<file path="src/rtl/hdmi_pkg.sv">
// Shared types and constants for the HDMI transmit period scheduler.
package hdmi_pkg;

  typedef enum logic [2:0] {
    CONTROL      = 3'd0,
    VIDEO        = 3'd1,
    VIDEO_GUARD  = 3'd2,
    ISLAND       = 3'd3,
    ISLAND_GUARD = 3'd4
  } period_t;

  typedef enum logic [2:0] {
    ISL_IDLE,
    ISL_PRE,
    ISL_LGUARD,
    ISL_PACKET,
    ISL_TGUARD,
    ISL_DONE
  } island_state_t;

  localparam logic [3:0] CTL_VIDEO_PRE  = 4'b0001;
  localparam logic [3:0] CTL_ISLAND_PRE = 4'b0101;

  localparam int PRE_LEN    = 8;
  localparam int GUARD_LEN  = 2;
  localparam int PACKET_LEN = 32;
  localparam int MIN_CTRL   = 12;

  localparam int CX_W = 12;
  localparam int CY_W = 11;

endpackage

</file>
<file path="src/rtl/hdmi_period_scheduler_if.sv">
// Scheduler-to-encoder/assembler bundle: raster position, sync, period and packet handshake.
interface hdmi_period_scheduler_if
  import hdmi_pkg::*;
();
  logic                packet_valid;
  logic [CX_W-1:0]     cx;
  logic [CY_W-1:0]     cy;
  logic                hsync;
  logic                vsync;
  period_t             mode;
  logic [3:0]          ctl;
  logic [4:0]          packet_idx;
  logic                packet_pop;

  modport master (
    input  packet_valid,
    output cx, cy, hsync, vsync, mode, ctl, packet_idx, packet_pop
  );

  modport slave (
    output packet_valid,
    input  cx, cy, hsync, vsync, mode, ctl, packet_idx, packet_pop
  );
endinterface

</file>
<file path="src/rtl/video_timing_counter.sv">
// Raster counters and sync generation; also exposes the upcoming pixel position and its next line.
module video_timing_counter
  import hdmi_pkg::*;
#(
  parameter int H_ACTIVE  = 640,
  parameter int H_FRONT   = 16,
  parameter int H_SYNC    = 96,
  parameter int H_BACK    = 48,
  parameter int V_ACTIVE  = 480,
  parameter int V_FRONT   = 10,
  parameter int V_SYNC    = 2,
  parameter int V_BACK    = 33,
  parameter bit HSYNC_POL = 1'b0,
  parameter bit VSYNC_POL = 1'b0
) (
  input  logic            clk_pixel,
  input  logic            reset,
  output logic [CX_W-1:0] cx,
  output logic [CY_W-1:0] cy,
  output logic            hsync,
  output logic            vsync,
  output logic [CX_W-1:0] nx_cx,
  output logic [CY_W-1:0] nx_cy,
  output logic [CY_W-1:0] ny
);

  localparam int H_TOTAL = H_ACTIVE + H_FRONT + H_SYNC + H_BACK;
  localparam int V_TOTAL = V_ACTIVE + V_FRONT + V_SYNC + V_BACK;

  localparam logic [CX_W-1:0] H_LAST = CX_W'(H_TOTAL - 1);
  localparam logic [CX_W-1:0] HS_BEG = CX_W'(H_ACTIVE + H_FRONT);
  localparam logic [CX_W-1:0] HS_END = CX_W'(H_ACTIVE + H_FRONT + H_SYNC);
  localparam logic [CY_W-1:0] V_LAST = CY_W'(V_TOTAL - 1);
  localparam logic [CY_W-1:0] VS_BEG = CY_W'(V_ACTIVE + V_FRONT);
  localparam logic [CY_W-1:0] VS_END = CY_W'(V_ACTIVE + V_FRONT + V_SYNC);

  // Everything registered here is derived from the upcoming position so all outputs stay aligned.
  always_comb begin
    nx_cx = (cx == H_LAST) ? '0 : cx + CX_W'(1);
    nx_cy = cy;
    if (cx == H_LAST) nx_cy = (cy == V_LAST) ? '0 : cy + CY_W'(1);
    ny = (nx_cy == V_LAST) ? '0 : nx_cy + CY_W'(1);
  end

  always_ff @(posedge clk_pixel) begin
    if (reset) begin
      cx    <= '0;
      cy    <= '0;
      hsync <= !HSYNC_POL;
      vsync <= !VSYNC_POL;
    end else begin
      cx    <= nx_cx;
      cy    <= nx_cy;
      hsync <= (nx_cx >= HS_BEG && nx_cx < HS_END) ? HSYNC_POL : !HSYNC_POL;
      vsync <= (nx_cy >= VS_BEG && nx_cy < VS_END) ? VSYNC_POL : !VSYNC_POL;
    end
  end

endmodule

</file>
<file path="src/rtl/hdmi_period_scheduler.sv">
// Per-pixel HDMI period sequencer: video/preamble/guard timing plus one data island per line.
// Define HDMI_DATA_ISLAND_EN to build the island FSM; otherwise the block behaves as plain DVI.
module hdmi_period_scheduler
  import hdmi_pkg::*;
#(
  parameter int H_ACTIVE  = 640,
  parameter int H_FRONT   = 16,
  parameter int H_SYNC    = 96,
  parameter int H_BACK    = 48,
  parameter int V_ACTIVE  = 480,
  parameter int V_FRONT   = 10,
  parameter int V_SYNC    = 2,
  parameter int V_BACK    = 33,
  parameter bit HSYNC_POL = 1'b0,
  parameter bit VSYNC_POL = 1'b0
) (
  input  logic                     clk_pixel,
  input  logic                     reset,
  hdmi_period_scheduler_if.master  bus
);

  localparam int H_TOTAL = H_ACTIVE + H_FRONT + H_SYNC + H_BACK;

  if (H_TOTAL - H_ACTIVE < 4 + PRE_LEN + 2 * GUARD_LEN + PACKET_LEN + MIN_CTRL + 10) begin : g_bad_blanking
    $error("hdmi_period_scheduler: horizontal blanking too short for island plus video preamble");
  end

  localparam logic [CX_W-1:0] H_ACT      = CX_W'(H_ACTIVE);
  localparam logic [CX_W-1:0] VPRE_BEG   = CX_W'(H_TOTAL - 10);
  localparam logic [CX_W-1:0] VPRE_END   = CX_W'(H_TOTAL - 3);
  localparam logic [CX_W-1:0] VGRD_BEG   = CX_W'(H_TOTAL - 2);
  localparam logic [CY_W-1:0] V_ACT      = CY_W'(V_ACTIVE);

  logic [CX_W-1:0] cx, nx_cx;
  logic [CY_W-1:0] cy, nx_cy, ny;
  logic            hsync, vsync;

  video_timing_counter #(
    .H_ACTIVE (H_ACTIVE), .H_FRONT (H_FRONT), .H_SYNC (H_SYNC), .H_BACK (H_BACK),
    .V_ACTIVE (V_ACTIVE), .V_FRONT (V_FRONT), .V_SYNC (V_SYNC), .V_BACK (V_BACK),
    .HSYNC_POL(HSYNC_POL), .VSYNC_POL(VSYNC_POL)
  ) u_timing (
    .clk_pixel(clk_pixel), .reset(reset),
    .cx(cx), .cy(cy), .hsync(hsync), .vsync(vsync),
    .nx_cx(nx_cx), .nx_cy(nx_cy), .ny(ny)
  );

  logic       isl_busy;
  period_t    isl_mode;
  logic [3:0] isl_ctl;
  logic [4:0] isl_idx;
  logic       isl_pop;

`ifdef HDMI_DATA_ISLAND_EN
  localparam logic [CX_W-1:0] SAMPLE_X    = CX_W'(H_ACTIVE + 3);
  localparam logic [4:0]      PRE_LAST    = 5'(PRE_LEN - 1);
  localparam logic [4:0]      GUARD_LAST  = 5'(GUARD_LEN - 1);
  localparam logic [4:0]      PACKET_LAST = 5'(PACKET_LEN - 1);

  island_state_t state, state_nx;
  logic [4:0]    cnt, cnt_nx;

  always_ff @(posedge clk_pixel) begin
    if (reset) begin
      state <= ISL_IDLE;
      cnt   <= '0;
    end else begin
      state <= state_nx;
      cnt   <= cnt_nx;
    end
  end

  // state/cnt describe the pixel currently on cx; the _nx values describe the upcoming one.
  always_comb begin
    state_nx = state;
    cnt_nx   = cnt + 5'd1;
    isl_busy = 1'b0;
    isl_mode = CONTROL;
    isl_ctl  = 4'b0000;
    isl_idx  = '0;
    isl_pop  = 1'b0;
    case (state)
      ISL_IDLE: begin
        cnt_nx = '0;
        if (cx == SAMPLE_X && bus.packet_valid) state_nx = ISL_PRE;
      end
      ISL_PRE:    if (cnt == PRE_LAST)    begin state_nx = ISL_LGUARD; cnt_nx = '0; end
      ISL_LGUARD: if (cnt == GUARD_LAST)  begin state_nx = ISL_PACKET; cnt_nx = '0; end
      ISL_PACKET: if (cnt == PACKET_LAST) begin state_nx = ISL_TGUARD; cnt_nx = '0; end
      ISL_TGUARD: if (cnt == GUARD_LAST)  begin state_nx = ISL_DONE;   cnt_nx = '0; end
      ISL_DONE: begin
        cnt_nx = '0;
        if (cx == CX_W'(H_TOTAL - 1)) state_nx = ISL_IDLE;
      end
      default: begin
        state_nx = ISL_IDLE;
        cnt_nx   = '0;
      end
    endcase
    case (state_nx)
      ISL_PRE:    begin isl_busy = 1'b1; isl_ctl = CTL_ISLAND_PRE; end
      ISL_LGUARD: begin isl_busy = 1'b1; isl_mode = ISLAND_GUARD; end
      ISL_PACKET: begin isl_busy = 1'b1; isl_mode = ISLAND; isl_idx = cnt_nx; end
      ISL_TGUARD: begin
        isl_busy = 1'b1;
        isl_mode = ISLAND_GUARD;
        isl_pop  = (cnt_nx == GUARD_LAST);
      end
      default: ;
    endcase
  end
`else
  logic unused_packet_valid;
  assign unused_packet_valid = bus.packet_valid;
  assign isl_busy = 1'b0;
  assign isl_mode = CONTROL;
  assign isl_ctl  = 4'b0000;
  assign isl_idx  = '0;
  assign isl_pop  = 1'b0;
`endif

  period_t    mode_nx, mode_r;
  logic [3:0] ctl_nx, ctl_r;
  logic [4:0] idx_r;
  logic       pop_r;

  always_comb begin
    mode_nx = CONTROL;
    ctl_nx  = 4'b0000;
    if (isl_busy) begin
      mode_nx = isl_mode;
      ctl_nx  = isl_ctl;
    end else if (nx_cx < H_ACT && nx_cy < V_ACT) begin
      mode_nx = VIDEO;
    end else if (ny < V_ACT && nx_cx >= VPRE_BEG && nx_cx <= VPRE_END) begin
      ctl_nx = CTL_VIDEO_PRE;
    end else if (ny < V_ACT && nx_cx >= VGRD_BEG) begin
      mode_nx = VIDEO_GUARD;
    end
  end

  always_ff @(posedge clk_pixel) begin
    if (reset) begin
      mode_r <= CONTROL;
      ctl_r  <= '0;
      idx_r  <= '0;
      pop_r  <= 1'b0;
    end else begin
      mode_r <= mode_nx;
      ctl_r  <= ctl_nx;
      idx_r  <= isl_idx;
      pop_r  <= isl_pop;
    end
  end

  assign bus.cx         = cx;
  assign bus.cy         = cy;
  assign bus.hsync      = hsync;
  assign bus.vsync      = vsync;
  assign bus.mode       = mode_r;
  assign bus.ctl        = ctl_r;
  assign bus.packet_idx = idx_r;
  assign bus.packet_pop = pop_r;

endmodule

</file>
<file path="src/flat_wrapper.sv">
// flat-port wrapper written by rule: the top's interface ports become plain ports
module hdmi_period_scheduler_flat import hdmi_pkg::*;
#(
  parameter int H_ACTIVE  = 640,
  parameter int H_FRONT   = 16,
  parameter int H_SYNC    = 96,
  parameter int H_BACK    = 48,
  parameter int V_ACTIVE  = 480,
  parameter int V_FRONT   = 10,
  parameter int V_SYNC    = 2,
  parameter int V_BACK    = 33,
  parameter bit HSYNC_POL = 1'b0,
  parameter bit VSYNC_POL = 1'b0
)
  (clk_pixel, reset, bus_packet_valid, bus_cx, bus_cy, bus_hsync, bus_vsync, bus_mode, bus_ctl, bus_packet_idx, bus_packet_pop);
  hdmi_period_scheduler_if bus_i ();
  input  logic clk_pixel;
  input  logic reset;
  input wire logic [$bits(bus_i.packet_valid)-1:0] bus_packet_valid;
  output wire logic [$bits(bus_i.cx)-1:0] bus_cx;
  output wire logic [$bits(bus_i.cy)-1:0] bus_cy;
  output wire logic [$bits(bus_i.hsync)-1:0] bus_hsync;
  output wire logic [$bits(bus_i.vsync)-1:0] bus_vsync;
  output wire logic [$bits(bus_i.mode)-1:0] bus_mode;
  output wire logic [$bits(bus_i.ctl)-1:0] bus_ctl;
  output wire logic [$bits(bus_i.packet_idx)-1:0] bus_packet_idx;
  output wire logic [$bits(bus_i.packet_pop)-1:0] bus_packet_pop;
  assign bus_i.packet_valid = bus_packet_valid;
  assign bus_cx = bus_i.cx;
  assign bus_cy = bus_i.cy;
  assign bus_hsync = bus_i.hsync;
  assign bus_vsync = bus_i.vsync;
  assign bus_mode = bus_i.mode;
  assign bus_ctl = bus_i.ctl;
  assign bus_packet_idx = bus_i.packet_idx;
  assign bus_packet_pop = bus_i.packet_pop;
  hdmi_period_scheduler #(.H_ACTIVE(H_ACTIVE), .H_FRONT(H_FRONT), .H_SYNC(H_SYNC), .H_BACK(H_BACK), .V_ACTIVE(V_ACTIVE), .V_FRONT(V_FRONT), .V_SYNC(V_SYNC), .V_BACK(V_BACK), .HSYNC_POL(HSYNC_POL), .VSYNC_POL(VSYNC_POL)) u_core (.clk_pixel(clk_pixel), .reset(reset), .bus(bus_i));
endmodule
</file>
<file path="config.mk">
export PLATFORM = sky130hd
export DESIGN_NAME = hdmi_period_scheduler_flat
export DESIGN_NICKNAME = d
export VERILOG_FILES = /design/src/rtl/hdmi_pkg.sv /design/src/rtl/hdmi_period_scheduler_if.sv /design/src/rtl/video_timing_counter.sv /design/src/rtl/hdmi_period_scheduler.sv /design/src/flat_wrapper.sv
export SDC_FILE = /design/constraint.sdc
export NUM_CORES = 1
export LEC_CHECK = 0
export BUFFER_PORTS_ARGS = -buffer_cell sky130_fd_sc_hd__clkbuf_2
export CAP_MARGIN = 30
export CORE_AREA = 4 4 71 73
export CTS_CLUSTER_DIAMETER = 200
export DETAILED_ROUTE_END_ITERATION = 6
export DIE_AREA = 0 0 75 77
export PLACE_DENSITY = 0.76
export SYNTH_ARGS = -nofsm -noshare
export SYNTH_HDL_FRONTEND = slang
export SYNTH_SLANG_ARGS = --single-unit
</file>
<file path="constraint.sdc">
create_clock -name clk_pixel -period 2.4 [get_ports clk_pixel]
set_clock_uncertainty 0.05 [all_clocks]
set_input_delay 0.12 -clock clk_pixel [delete_from_list [all_inputs] [get_ports clk_pixel]]
set_output_delay 0.12 -clock clk_pixel [all_outputs]
set_load 0.01 [all_outputs]
</file>
==> out/qor.yml <==
power_and_ir_drop:
  ir_drop_uv: 277
  power.density_nw_per_um2: 325
  p_leak_nw: 0.932
setup_path:
  start_kind: "flop"
  path_buf_inv: 1
  crit_slowest_cell: "or4_4"
  cp_cell_sequence: "or4_4 > or3_4 > buf_4 > nand2_1 > o211ai_1 > a21o_1 > a221oi_2"
  crit_start: "u_core.u_timing.cy[5]"
  worstPathMaxFanout: 5
  max_stage_delay_ns: 0.55
  critical_path.top_delay_family: "simple AND/OR/NAND/NOR gates"
  crit_path_end_kind: "flop"
  crit_type: "flop to flop"
  required_ns: 2.54
  r2r-start: "u_core.u_timing.cy[5]"
  arrival_ns: 2.44
synthesis:
  netlist_area_sq_um: 1960
  synth_top_family_by_area: "simple AND/OR/NAND/NOR gates"
  synth.mux.area_fraction: 0.0153
  netlist.area_leader.share: 0.286
  synth_enable_flop_cells: 0
  yosys_register_bits: 28
  synth_cells: 257
  ys_dominant_reg_cell: "dfxtp_1"
  ys_warn_count: 0
  ys_async_sr_fraction: 0
  synth_adder_area_share: 0.0256
  yosys.area.top_type: "dfxtp_1"
  synthTopCellsByArea: "dfxtp_1, nor2_1, buf_4"
  synth_seq_area_share: 0.286
  synth_xor_area_frac: 0.0581
  synth_cell_types: 57
  syn_area_per_cell_sq_um: 7.62
  synth-simple-area-share: 0.306
  synth_compound_area_frac: 0.213
final_layout:
  final_core_utilization: 0.555
  layout_common_cells: "buf_4, nor2_1, clkbuf_2, dfxtp_1, nand2_1"
  drive_gt1_frac: 0.305
  nFillCells: 412
  n_antenna_cell: 0
  fin_area_sq_um: 2420
  area_growth_pct: 23.5
  layout_commonest_cell: "buf_4"
  nNetsFinal: 317
timing:
  drv_slew: 0
  tightest_slew_ns: 0.544
  min_period_ns: 2.30
  max_freq_mhz: 436
  finalHoldViolations: 0
  relSlewSlack: 0.637
  grt_setup_unrepaired: "yes"
  period_share: 0.956
  setup-violations-final: 0
detailed_routing:
  via_count: 2034
  routedWlPerCell_microns: 13.8
  viasPerCell: 5.65
  drt_pass1_iterations: 4
  first_iter_violations: 203
  wl_met2_microns: 2520
  drc: 0
  top_layer_used: "met4"
  routed-wl-met3_microns: 334
  routed_wl_microns: 4980
  wl_met1_microns: 2100
  ant_nets: 0
place:
  placed_area_sq_um: 2320
  port_buffers: 29
  dp_hpwl_microns: 3810
  place.gp.congestion: 0.864
clock_network:
  cts_root_buf: "clkbuf_8"
  cts.sinks: 28
  path_clk_slew_ns: 0.09
  clk_path_buf_depth: 2
  cts_buffers: 3
  cts_tree: "done"
  clk-insertion-delay-late_ns: 0.27
  ctsHoldBuffers: 0
  htree_levels: 1
global_routing:
  grt_usage: 0.177
  grt_pass1_vias: 1810
  overflow: 0
  grt_pass1_wl_microns: 8310
  grt_max_degree: 26
  antenna_found_initial: 0
die:
  start_util: 0.450
  ioPinCount: 41
  die_w_microns: 75
  core_sq_um: 4350
  num_rows: 24
  die_area_sq_um: 5780
  fp.dieH_microns: 77
min_path:
  min_path_type: "input pin to flop"
  min_from: "reset"
run_status:
  outcome: "complete, no violations"
flow_run:
  max_cap_violations: 0
[routing by layer]
metal | vias to the layer above | GRT usage
met5 | - | 0
met4 | 0 | 0.0267
met3 | 4 | 0.0275
met2 | 70 | 0.302
met1 | 946 | 0.234
li1 | 1014 | -
[cells in the mapped netlist (6+ instances only)]
master,number
inv_1,6
nor3_1,14
a21oi_1,13
nor2_1,31
xnor2_1,8
buf_4,10
dfxtp_1,28
nand2_1,17
nand4_1,7
nand3_1,14
clkbuf_1,8
buf_2,9
[flip-flops by register name, summed over array words and instances, names as in the netlist]
signal / flops
u_core.u_timing.vsync: 1
u_core.bus.mode: 2
u_core.u_timing.cy: 11
u_core.bus.ctl: 1
u_core.u_timing.hsync: 1
u_core.u_timing.cx: 12
[final timing paths]
path | endpoint | slack (ns) | cells after the start
hold reg to reg | u_core.u_timing.cy[1] | 0.48 | 2
hold / removal | u_core.bus.mode[1] | 0.32 | 2
setup / recovery | u_core.bus.mode[1] | 0.10 | 7
setup reg to reg | u_core.bus.mode[1] | 0.10 | 7
[cell families after synthesis]
group / after synthesis
AO/OA/AOI/OAI: 60
XOR/XNOR: 13
adder cells (fa/ha/maj): 4
buffers and inverters: 34
flip-flops: 28
multiplexers: 3
other: 1
AND/OR/NAND/NOR: 114
[area by class of cell]
| type | count | area, sq um | share of cell area |
|---|---|---|---|
| well taps | 52 | 65.1 | 0.0269 |
| flip-flops and latches | 28 | 568 | 0.235 |
| inverters | 6 | 22.5 | 0.00931 |
| repair buffers | 67 | 434 | 0.180 |
| clock buffers | 3 | 41.3 | 0.0171 |
| multi-input cells | 204 | 1290 | 0.532 |
[power breakdown]
part	internal [mW]	total, mW	switching, mW
Combinational	0.0219	0.0608	0.0389
Clock	0.113	0.254	0.141
Sequential	0.470	0.472	0.00223
[per-stage QoR]
step	cells	setup TNS [ns]	hold WS, ns	total power, mW	setup WS (ns)
global route	360	-0.0227	0.372	0.828	-0.0227
global placement	355	0	0.464	0.541	0.109
finish	360	0	0.325	0.787	0.105
CTS	358	0	0.332	0.801	0.0551
detailed placement	355	0	0.458	0.544	0.0723
floorplan	266	0	0.341	0.536	0.0122
[timing repair]
item                       in CTS  in global routing
resized for setup               0                 15
setup endpoints to repair       0                  3
buffers inserted                0                  2
No activity file was read; power rests on OpenSTA's default activity.
